### src/rtl/alu_defs.sv
// Funct codes and sequencer state encodings shared by
// the execute-stage ALU and the multiply sequencer.
package alu_defs;

  localparam logic [5:0] FN_ADD   = 6'b100000;
  localparam logic [5:0] FN_SUB   = 6'b100010;
  localparam logic [5:0] FN_AND   = 6'b100100;
  localparam logic [5:0] FN_OR    = 6'b100101;
  localparam logic [5:0] FN_XOR   = 6'b100110;
  localparam logic [5:0] FN_NOR   = 6'b100111;
  localparam logic [5:0] FN_SRL   = 6'b000010;
  localparam logic [5:0] FN_SRA   = 6'b000011;
  localparam logic [5:0] FN_MULTU = 6'b011001;
  localparam logic [5:0] FN_MFHI  = 6'b010000;
  localparam logic [5:0] FN_MFLO  = 6'b010010;

  typedef enum logic [1:0] {
    ST_IDLE,
    ST_MUL,
    ST_RESP
  } state_t;

  function automatic logic is_alu_fn(
    input logic [5:0] f
  );
    return (f == FN_ADD) || (f == FN_SUB) ||
           (f == FN_AND) || (f == FN_OR)  ||
           (f == FN_XOR) || (f == FN_NOR) ||
           (f == FN_SRL) || (f == FN_SRA);
  endfunction

endpackage

### src/rtl/alu_mult_sequencer.sv
// Execute-stage owner of the shared ALU: single-cycle
// ops, MULTU via shift-add on the ALU adder, MFHI/MFLO.
module alu_mult_sequencer
  import alu_defs::*;
#(
  parameter int N_BITS   = 32,
  parameter int CNT_BITS = 6
) (
  input  logic              i_clk,
  input  logic              i_reset,
  input  logic              i_valid,
  output logic              o_ready,
  input  logic [5:0]        i_funct,
  input  logic [N_BITS-1:0] i_a,
  input  logic [N_BITS-1:0] i_b,
  output logic [N_BITS-1:0] o_alu_a,
  output logic [N_BITS-1:0] o_alu_b,
  output logic [5:0]        o_alu_op,
  input  logic [N_BITS-1:0] i_alu_result,
  output logic              o_done,
  output logic [N_BITS-1:0] o_result,
  output logic              o_err,
  output logic [N_BITS-1:0] o_hi,
  output logic [N_BITS-1:0] o_lo
);

  localparam logic [CNT_BITS-1:0] LAST =
    CNT_BITS'(N_BITS - 1);

  state_t              state;
  state_t              state_n;
  logic [CNT_BITS-1:0] cnt;
  logic [N_BITS-1:0]   m;
  logic [N_BITS-1:0]   hi;
  logic [N_BITS-1:0]   lo;
  logic [N_BITS-1:0]   result;
  logic                err;
  logic [N_BITS-1:0]   sum;
  logic                carry;
  logic                last;

  assign o_ready  = (state == ST_IDLE);
  assign o_done   = (state == ST_RESP);
  assign o_result = result;
  assign o_err    = err;
  assign o_hi     = hi;
  assign o_lo     = lo;
  assign last     = (cnt == LAST);

  // Carry out of the 32-bit add is recovered by wraparound
  assign sum   = lo[0] ? i_alu_result : hi;
  assign carry = lo[0] && (i_alu_result < hi);

  always_ff @(posedge i_clk or posedge i_reset) begin
    if (i_reset) state <= ST_IDLE;
    else         state <= state_n;
  end

  always_comb begin
    state_n  = state;
    o_alu_a  = '0;
    o_alu_b  = '0;
    o_alu_op = FN_ADD;
    unique case (state)
      ST_IDLE: begin
        if (i_valid) begin
          if (is_alu_fn(i_funct)) begin
            o_alu_a  = i_a;
            o_alu_b  = i_b;
            o_alu_op = i_funct;
          end
          state_n = (i_funct == FN_MULTU) ?
                    ST_MUL : ST_RESP;
        end
      end
      ST_MUL: begin
        o_alu_a = hi;
        o_alu_b = m;
        if (last) state_n = ST_RESP;
      end
      ST_RESP: state_n = ST_IDLE;
      default: state_n = ST_IDLE;
    endcase
  end

  always_ff @(posedge i_clk or posedge i_reset) begin
    if (i_reset) begin
      cnt    <= '0;
      m      <= '0;
      hi     <= '0;
      lo     <= '0;
      result <= '0;
      err    <= 1'b0;
    end else begin
      unique case (state)
        ST_IDLE: begin
          if (i_valid) begin
            err <= 1'b0;
            unique case (1'b1)
              is_alu_fn(i_funct):
                result <= i_alu_result;
              (i_funct == FN_MFHI):
                result <= hi;
              (i_funct == FN_MFLO):
                result <= lo;
              (i_funct == FN_MULTU): begin
                m   <= i_a;
                lo  <= i_b;
                hi  <= '0;
                cnt <= '0;
              end
              default: begin
                result <= '0;
                err    <= 1'b1;
              end
            endcase
          end
        end
        ST_MUL: begin
          hi  <= {carry, sum[N_BITS-1:1]};
          lo  <= {sum[0], lo[N_BITS-1:1]};
          cnt <= cnt + CNT_BITS'(1);
          if (last)
            result <= {sum[0], lo[N_BITS-1:1]};
        end
        ST_RESP: err <= 1'b0;
        default: err <= 1'b0;
      endcase
    end
  end

endmodule

### config.mk
export PLATFORM = sky130hd
export DESIGN_NAME = alu_mult_sequencer
export DESIGN_NICKNAME = d
export VERILOG_FILES = /design/src/rtl/alu_defs.sv /design/src/rtl/alu_mult_sequencer.sv
export SDC_FILE = /design/constraint.sdc
export NUM_CORES = 1
export LEC_CHECK = 0
export CAP_MARGIN = 20
export CORE_ASPECT_RATIO = 0.7
export CORE_MARGIN = 4
export CORE_UTILIZATION = 43
export CTS_BUF_LIST = sky130_fd_sc_hd__clkbuf_8
export CTS_CLUSTER_SIZE = 8
export DETAILED_ROUTE_END_ITERATION = 8
export MAX_ROUTING_LAYER = met4
export PLACE_DENSITY = 0.86
export SLEW_MARGIN = 5
export SYNTH_ARGS = -nofsm -noshare
export SYNTH_HDL_FRONTEND = slang
export SYNTH_SLANG_ARGS = --single-unit
### constraint.sdc
create_clock -name i_clk -period 4.5 [get_ports i_clk]
set_input_delay 1.125 -clock i_clk [delete_from_list [all_inputs] [get_ports i_clk]]
set_output_delay 1.125 -clock i_clk [all_outputs]
set_load 0.005 [all_outputs]
==> results.txt <==
DRT iter0 DRCs: 984
Mapped Cells: 891
Outcome: finished, final reports clean
Sequential fraction of the synthesis area: 0.422
Final Max Tran Viols: 0
Worst hold path depth: 2
Synth Area in Adders: 0.0493
Number of fill cells: 1,469
CTS buffer count: 17
Area share of and/or/nand/nor cells after synthesis: 0.135
Most common cell after layout, fill and taps aside: clkdlybuf4s50_1
Power per Cell Area: 306 nW/um2
Async set-reset flop share out of synthesis: 1.00
Largest family of logic cells by synthesized area: compound AO/OA/AOI/OAI gates
Setup-failing EPs final: 0
Reported net switching power: 1.08 mW
Placed cell count: 1,352
Net Sw Frac: 0.305
Synth Area in Compound Gates: 0.210
Worst r2r path cells: 5
DIE AREA: 21,200 um2
HPWL after detailed placement: 21,200 um
RR Startpoint: state[1]
Synth Register Bits: 137
Leakage power: 4.78 nW
Maximum vdd drop: 185 uV
Final ANT Viol Nets: 0
Layout Utilization: 0.633
Max clock buf depth: 2
Chip Width: 172 um
Clock-pin slew on the worst setup and hold paths: 80 ps
Worst setup margin: 105 ps
Min cycle time layout: 4400 ps
Routability Congestion: 0.902
Num Clock Sinks: 137
Internal power: 2.46 mW
Mux cell area share after synthesis: 0.122
Slowest-stage cell, CP: clkdlybuf4s50_1
Global-route wire length before repair: 46,500 um
Worst Hold Class: reg2reg
Initial antenna violation count: 1
Syn-to-layout area delta: 42.3%
Hold_ws: 486 ps
Relative slew slack: 0.416
Fin Clk Skew: 16.3 ps
Pin count of the biggest net entering global routing: 83
Crit-path most repeated cell: clkdlybuf4s50_1
Post-synth EDFFs: 0
Synth top area cells: dfrtp_1, nand2_1, mux2i_1
Site row count: 41
FF-to-FF End: o_result[13]
Worst hold endpoint: o_result[31]
Least-Margin Pin Slew: 876 ps
Clk_lat worst skew: 440 ps
Cell area after synthesis: 8120 um2
Critical Path AT: 3270 ps
Via count: 8,261
Crit. End Element: output pin
Max incr delay on CP: 590 ps
RSZ-0062 raised after global routing: yes
Setup TNS: 0 ps
Gr usage total: 0.289
Layout cells sized above 1: 0.0871
Die Height: 123 um
Area leader, netlist: dfrtp_1
Post-synth top flop: dfrtp_1
Vias in the first global route: 8,298
Comb pwr share: 0.241
Pre-CTS WS: 133 ps
Number of port buffers: 271
Final wirelength: 30,100 um
Commonest cells after routing, fill and taps aside: clkdlybuf4s50_1, nand2_1, dfrtp_1, o21ai_0, mux2i_1
Clk network pwr share: 0.320
Vias per inst: 5.96
Ys Warns: 0
Largest fanout on the critical path: 20
Post-DR wirelength/cell: 21.7 um
Seq pwr share: 0.439
Hold_buf cts: 0
Worst path cell trace: clkdlybuf4s50_1 > nor3b_2 > a21oi_2 > nor4_4 > buf_12 > nand2_1 > o21ai_0 > clkdlybuf4s50_1
Max-cap violations: 0
Crit path kind: in2out
Flop2flop setup slack: 2180 ps
Initial core utilization: 0.445
Yosys cell types: 52
Core area: 18,300 um2
CP required: 3380 ps
DRC viols: 0
Final Non-Filler Cells: 1,385
Drt pass-1 iters: 5
Critical Path Start Type: input port
Nets@finish: 1,272
Final Cycle Share: 0.977
Syn avg cell area: 9.12 um2
IO Pins: 274
GRT overflow: 0
CTS root buf: clkbuf_8
Fin. Hold Viols: 0
Post-Synth XOR/XNOR Area: 0.00324
Top cell type's share of synthesized area: 0.422
F_max: 228 MHz
Hold Startpoint: o_result[31]
H-tree depth: 4
TritonCTS clock tree: yes
## power by group through the flow
stage          logic [mW]  registers (mW)  clock network (mW)
2_1_floorplan       0.371            1.53                   0
3_3_place_gp        0.820            1.56                   0
6_report            0.852            1.56                1.13
3_5_place_dp        0.846            1.57                   0
5_1_grt             0.928            1.58                1.21
4_1_cts             0.851            1.55                1.15
## what timing repair did
action                                  4_1_cts  5_1_grt
setup buffers                                 0        0
hold endpoints to repair                      0        0
resized for setup                             0        1
endpoints found under the setup margin        0        3
## worst max-delay path by stage
stage / startpoint / slack (ps) / to / depth (start not counted)
6_report: i_funct[2] / 100 / o_alu_a[21] / 8
5_1_grt: i_funct[2] / -8 / o_alu_a[21] / 8
4_1_cts: i_funct[2] / 140 / o_alu_a[2] / 8
3_5_place_dp: i_funct[2] / 130 / o_alu_a[2] / 8
3_3_place_gp: i_funct[2] / 200 / o_alu_a[21] / 8
2_1_floorplan: i_funct[1] / 1050 / o_alu_b[10] / 6
## critical path: cells and delay by family
family / cells / cell delay (ps)
buf+inv: 3 / 1300
simple gates: 3 / 580
compound gates: 2 / 240
## layer usage
layer	track usage	up-vias	share of wire
li1	-	3688	-
met1	0.400	4000	0.44
met2	0.418	520	0.44
met3	0.0863	53	0.10
met4	0.0702	0	0.017
met5	-	-	0
## metrics by stage
step | area (um2) | total power, mW
2_1_floorplan | 8130 | 1.90
3_3_place_gp | 11100 | 2.39
3_5_place_dp | 11100 | 2.42
4_1_cts | 11600 | 3.55
5_1_grt | 11600 | 3.72
6_report | 11600 | 3.54
## cells in the mapped netlist (all sizes together), types with 2 or more instances
master  number
and2         3
ha          32
dfrtp      137
inv         34
buf         29
clkbuf      43
nor2b        4
nor3b        3
a32o        31
a32oi       31
a22o         3
nor3         3
nand2      176
xnor2        2
nand2b       3
nand3        3
a21oi       51
nand4        5
mux2        32
nor4         2
a211oi       2
o21ai      107
mux2i       63
o31ai       33
nor2        44
## final cells by class
| class | count | area (um2) | share of cell area |
|---|---|---|---|
| Multi-Input combinational cell | 649 | 4270 | 0.370 |
| Sequential cell | 137 | 3430 | 0.297 |
| Timing Repair Buffer | 296 | 2990 | 0.258 |
| Clock buffer | 22 | 303 | 0.0262 |
| Tap cell | 236 | 295 | 0.0255 |
| Clock inverter | 10 | 140 | 0.0121 |
| Inverter | 34 | 131 | 0.0114 |
| Antenna cell | 1 | 2.50 | 0.000216 |
## sequential cells by signal, indices dropped and copies added, names as in the netlist
name	cells
state	2
o_lo	32
cnt	6
m	32
o_err	1
o_hi	32
o_result	32
## logic make-up after synthesis
group,count (synthesis)
compound gates,263
xor+xnor,3
fa+ha+maj,32
buf+inv,106
flops,137
mux,95
other cells,1
simple gates,254
(Power assumes the default switching activity.)
